**src/rtl/mux_pkg.sv**
```systemverilog
// Shared definitions for the registered N:1 channel multiplexer.
// The mode encoding matches the single-bit mode input of reg_mux_n.
package mux_pkg;

   localparam logic MODE_MANUAL = 1'b0;
   localparam logic MODE_RR     = 1'b1;

endpackage

```
**src/rtl/rr_arbiter.sv**
```systemverilog
// Combinational round-robin arbiter: grants the first requester found scanning
// from ptr upwards, wrapping modulo N. The pointer register lives in the caller.
module rr_arbiter #(
   parameter int N  = 4,
   parameter int PW = $clog2(N)
) (
   input  logic [N-1:0]  req,
   input  logic [PW-1:0] ptr,
   input  logic          en,
   output logic [N-1:0]  gnt,
   output logic [PW-1:0] gnt_idx
);

   always_comb begin
      int   idx;
      logic found;
      gnt     = '0;
      gnt_idx = '0;
      found   = 1'b0;
      idx     = 0;
      if (en) begin
         for (int k = 0; k < N; k++) begin
            // ptr is always kept below N, so one subtraction wraps the scan
            idx = int'(ptr) + k;
            if (idx >= N) begin
               idx = idx - N;
            end
            if (!found && req[idx]) begin
               found        = 1'b1;
               gnt[idx]     = 1'b1;
               gnt_idx      = PW'(idx);
            end
         end
      end
   end

endmodule

```
**src/rtl/reg_mux_n.sv**
```systemverilog
// Registered N:1 channel multiplexer with valid/ready on every input and the
// output; channels are chosen by explicit select or by round-robin arbitration.
module reg_mux_n
   import mux_pkg::*;
#(
   parameter  int WIDTH    = 8,
   parameter  int CHANNELS = 4,
   localparam int SEL_W    = $clog2(CHANNELS)
) (
   input  logic                      clk,
   input  logic                      rst_n,
   input  logic                      mode,
   input  logic [SEL_W-1:0]          sel,
   input  logic [CHANNELS*WIDTH-1:0] in_data,
   input  logic [CHANNELS-1:0]       in_valid,
   output logic [CHANNELS-1:0]       in_ready,
   output logic [WIDTH-1:0]          out_data,
   output logic [SEL_W-1:0]          out_ch,
   output logic                      out_valid,
   input  logic                      out_ready
);

   logic [WIDTH-1:0]    out_data_q, out_data_d;
   logic [SEL_W-1:0]    out_ch_q, out_ch_d;
   logic                out_valid_q, out_valid_d;
   logic [SEL_W-1:0]    ptr_q, ptr_d;

   logic                load_en;
   logic [CHANNELS-1:0] man_gnt;
   logic [CHANNELS-1:0] rr_gnt;
   logic [SEL_W-1:0]    rr_idx;
   logic [CHANNELS-1:0] grant;
   logic [SEL_W-1:0]    grant_idx;
   logic                transfer;
   logic [WIDTH-1:0]    grant_data;

   assign load_en = ~out_valid_q | out_ready;

   rr_arbiter #(
      .N  (CHANNELS),
      .PW (SEL_W)
   ) u_rr_arbiter (
      .req     (in_valid),
      .ptr     (ptr_q),
      .en      (mode == MODE_RR),
      .gnt     (rr_gnt),
      .gnt_idx (rr_idx)
   );

   // A select value beyond the last channel simply never grants
   always_comb begin
      man_gnt = '0;
      if (int'(sel) < CHANNELS) begin
         if (in_valid[sel]) begin
            man_gnt[sel] = 1'b1;
         end
      end
   end

   always_comb begin
      grant     = (mode == MODE_RR) ? rr_gnt : man_gnt;
      grant_idx = (mode == MODE_RR) ? rr_idx : sel;
      transfer  = (|grant) & load_en;
   end

   // Ready is forced low while reset is held, even though the register is empty
   assign in_ready = rst_n ? (grant & {CHANNELS{load_en}}) : '0;

   always_comb begin
      grant_data = '0;
      for (int i = 0; i < CHANNELS; i++) begin
         if (grant[i]) begin
            grant_data = in_data[i*WIDTH +: WIDTH];
         end
      end
   end

   always_comb begin
      out_data_d  = out_data_q;
      out_ch_d    = out_ch_q;
      out_valid_d = out_valid_q;
      ptr_d       = ptr_q;
      if (transfer) begin
         out_data_d  = grant_data;
         out_ch_d    = grant_idx;
         out_valid_d = 1'b1;
         if (mode == MODE_RR) begin
            ptr_d = (grant_idx == SEL_W'(CHANNELS - 1)) ? '0 : grant_idx + SEL_W'(1);
         end
      end else if (out_ready && out_valid_q) begin
         out_valid_d = 1'b0;
      end
   end

   always_ff @(posedge clk or negedge rst_n) begin
      if (!rst_n) begin
         out_data_q  <= '0;
         out_ch_q    <= '0;
         out_valid_q <= 1'b0;
         ptr_q       <= '0;
      end else begin
         out_data_q  <= out_data_d;
         out_ch_q    <= out_ch_d;
         out_valid_q <= out_valid_d;
         ptr_q       <= ptr_d;
      end
   end

   assign out_data  = out_data_q;
   assign out_ch    = out_ch_q;
   assign out_valid = out_valid_q;

endmodule

```
**config.mk**
```make
export PLATFORM = sky130hd
export DESIGN_NAME = reg_mux_n
export DESIGN_NICKNAME = d
export VERILOG_FILES = /design/src/rtl/mux_pkg.sv /design/src/rtl/rr_arbiter.sv /design/src/rtl/reg_mux_n.sv
export SDC_FILE = /design/constraint.sdc
export NUM_CORES = 1
export LEC_CHECK = 0
export ABC_AREA = 1
export CAP_MARGIN = 20
export CORE_UTILIZATION = 45
export CTS_BUF_LIST = sky130_fd_sc_hd__clkbuf_4 sky130_fd_sc_hd__clkbuf_8
export DETAILED_ROUTE_END_ITERATION = 16
export DONT_BUFFER_PORTS = 1
export GPL_TIMING_DRIVEN = 0
export MAX_ROUTING_LAYER = met4
export PLACE_DENSITY_LB_ADDON = 0.08
export SYNTH_ARGS = -nofsm -noshare
export SYNTH_HDL_FRONTEND = slang
export SYNTH_HIERARCHICAL = 1
export SYNTH_SLANG_ARGS = --single-unit
```
**constraint.sdc**
```tcl
create_clock -name clk -period 2.85 [get_ports clk]
set_input_delay 0.57 -clock clk [delete_from_list [all_inputs] [get_ports clk]]
set_output_delay 0.57 -clock clk [all_outputs]
set_load 0.005 [all_outputs]
```
==> impl_metrics.ini <==
[route]
vias = 1534
first_pass_iters = 4
drc = 0
routed_via_density = 4.93
wirelength_mm = 3.63
drt_first_iter_violations = 60
ant_nets = 0
routedWlPerCell_um = 11.7

[synthesis]
ys_seq_area_share_pct = 20.7
synth_most_common_cell = nand2_1
syn_area_per_cell_um2 = 6.33
synth_async_sr_flop_share_pct = 100
synth_nets = 294
synth_top_area_share_pct = 20.8
synthTopCellsByArea = nand2_1 (21%), dfrtp_1 (21%), nand3_1 (6.7%)
ys.flop_type = dfrtp_1
yosys-top-cells-count = nand2_1 (87), inv_1 (26), nor2_1 (24)
synth_cell_type_count = 29
synth_seq_cells = 13
synthesis.area_mm2 = 0.00157
synth_area_leader_cell = nand2_1
yosysWarningCount = 6
netlist_instances = 248
synth-edff-count = 0

[power]
p_per_area_mw_per_mm2 = 1030
p_leak_nw = 0.987
ir_drop_mv = 0.523
power_mw = 1.85

[critical_path]
r2r_cells = 18
cp_data_required_time_ns = 2.28
cp-end-kind = output port
crit_fanout = 9
path_class = reg2out
worstPathArrival_ns = 2.11
critPathLaunchType = register

[cts]
clock_latency_ns = 0.26
htreeDepth = 1
cts.sinks = 13
clk_pin_slew_worst_paths_ns = 0.07
cts_root_buf = clkbuf_4
clock_path_buffers = 2
cts_tree = yes
cts-buffers-inserted = 3

[worst_hold_path]
min_path_type = reg2reg
worstHoldPathCells = 2

[global_route]
antenna_found_initial = 0
grt_max_degree = 14
grt_pass1_wl_mm = 5.58
gr-total-overflow = 0
gr-usage-all-layers_pct = 20.3
grt_pass1_vias = 1241

[floorplan]
die_y_um = 61.1
rows = 21
die_width_um = 61.1
fp.coreArea_mm2 = 0.00334
die_area_mm2 = 0.00373
initial_utilization_pct = 47.1
ios = 57

[run_status]
status = finished clean

[place]
gp_congestion = 0.792
numPortBuffers = 0
hpwl_mm = 2.84

[timing]
finClkSkew_ns = 0.00115
slew_headroom_pct = 63.0
fin_hold_ws_ns = 0.509
slew_violations = 0
hold_violations = 0
fmax_mhz = 373
rsz0062_at_grt = no
worst_pin_slew_ns = 0.552
setup_violations = 0
fin_crit_ns = 2.68
fin_crit_sh_pct = 94.2

[layout]
seq_area_um2 = 328
finalNetCount = 312
multi_input_area_mm2 = 0.00111
nFillCells = 367
syn_to_final_growth_pct = 14.5
final_layout_size_suffix_gt1_share_pct = 24.9
antenna_cells = 0

[flow_run]
maxCapViolCount = 0
==> registers in the layout (all words and copies together), names as in the netlist <==
register	flops
out_ch	2
ptr_q	2
out_valid	1
out_data	8
==> worst paths after layout <==
kind / from / endpoint / slack, ns
hold reg to reg: out_ch[0] / out_ch[0] / 0.51
setup reg to reg: ptr_q[0] / out_valid / 0.39
setup / recovery: ptr_q[0] / in_ready[3] / 0.17
max in group asynchronous: rst_n / ptr_q[1] / 1.73
min in group asynchronous: rst_n / out_data[6] / 0.73
hold / removal: out_ch[0] / out_ch[0] / 0.51
==> power breakdown <==
| part | switching [mW] | total (mW) | internal [mW] |
|---|---|---|---|
| sequential | 0.0693 | 0.338 | 0.269 |
| combinational | 0.846 | 1.40 | 0.550 |
| clock | 0.0525 | 0.116 | 0.0636 |
==> worst max-delay path, cell delays in order, from the launching register on <==
cell	delay, ns
dfrtp_2	0.40
inv_4	0.08
ha_4	0.29
inv_1	0.07
nand2_2	0.07
nand2_2	0.06
nor2_4	0.14
buf_2	0.17
nand4_1	0.08
nand3_1	0.08
nand2_1	0.05
inv_1	0.05
nand2_1	0.08
nand2_4	0.09
inv_4	0.06
nor2_2	0.11
==> timing repair <==
item                                    CTS  global route
endpoints found under the setup margin    4             4
setup buffers                             2             9
resized for setup                         7             9
cloned                                    0             1
hold buffers                              1             0
hold endpoints to repair                 13             0
pin swaps                                 0             4
==> metal layers <==
metal	routed length, um	share of wire [%]	vias up	track usage [%]
met2	1570	43	42	29.2
met4	17	0.47	0	4.87
met1	1900	52	669	30.7
met3	153	4.2	2	1.05
li1	-	-	821	-
met5	0	0	-	-
==> cell type report <==
class | instances | area share, %
Timing Repair Buffer | 13 | 5.43
Buffer | 4 | 2.78
Clock buffer | 4 | 1.67
Inverter | 30 | 7.10
Tap cell | 46 | 3.20
Sequential cell | 13 | 18.2
Multi-Input combinational cell | 201 | 61.6
==> layout by cell type (no fill, tap or decap), drive strengths merged, types with 4 or more instances in the layout <==
| master | synthesis | final |
|---|---|---|
| nand2 | 107 | 107 |
| inv | 29 | 30 |
| nor2 | 28 | 28 |
| nand3 | 26 | 26 |
| a21oi | 18 | 18 |
| buf | 4 | 16 |
| dfrtp | 13 | 13 |
| o21ai | 6 | 6 |
| a21boi | 5 | 5 |
| nand4 | 5 | 5 |
| clkbuf | 0 | 4 |
| ha | 4 | 4 |
==> kinds of logic (layout without fill, tap and decap cells) <==
logic type / count (synthesis) / count (layout) / synth area share (%)
AND/OR/NAND/NOR: 166 / 166 / 52.9
AO/OA/AOI/OAI: 30 / 30 / 12.0
buffers and inverters: 34 / 51 / 10.7
XOR/XNOR: 1 / 1 / 0.558
adder cells (fa/ha/maj): 4 / 4 / 3.19
flip-flops: 13 / 13 / 20.7
==> through the flow <==
stage / instances / TNS, ns / util, % / instance area (um^2) / worst slack, ns
after floorplan: 248 / 0 / - / 1570 / 0.163
after global placement: 294 / -0.381 / 48.8 / 1630 / -0.235
after detailed placement: 294 / -0.230 / 48.8 / 1630 / -0.196
after CTS: 301 / 0 / 51.1 / 1700 / 0.00123
after global routing: 311 / 0 / 53.9 / 1800 / 0.00856
final: 311 / 0 / 53.9 / 1800 / 0.166
No activity file was read; power rests on OpenSTA's default activity.
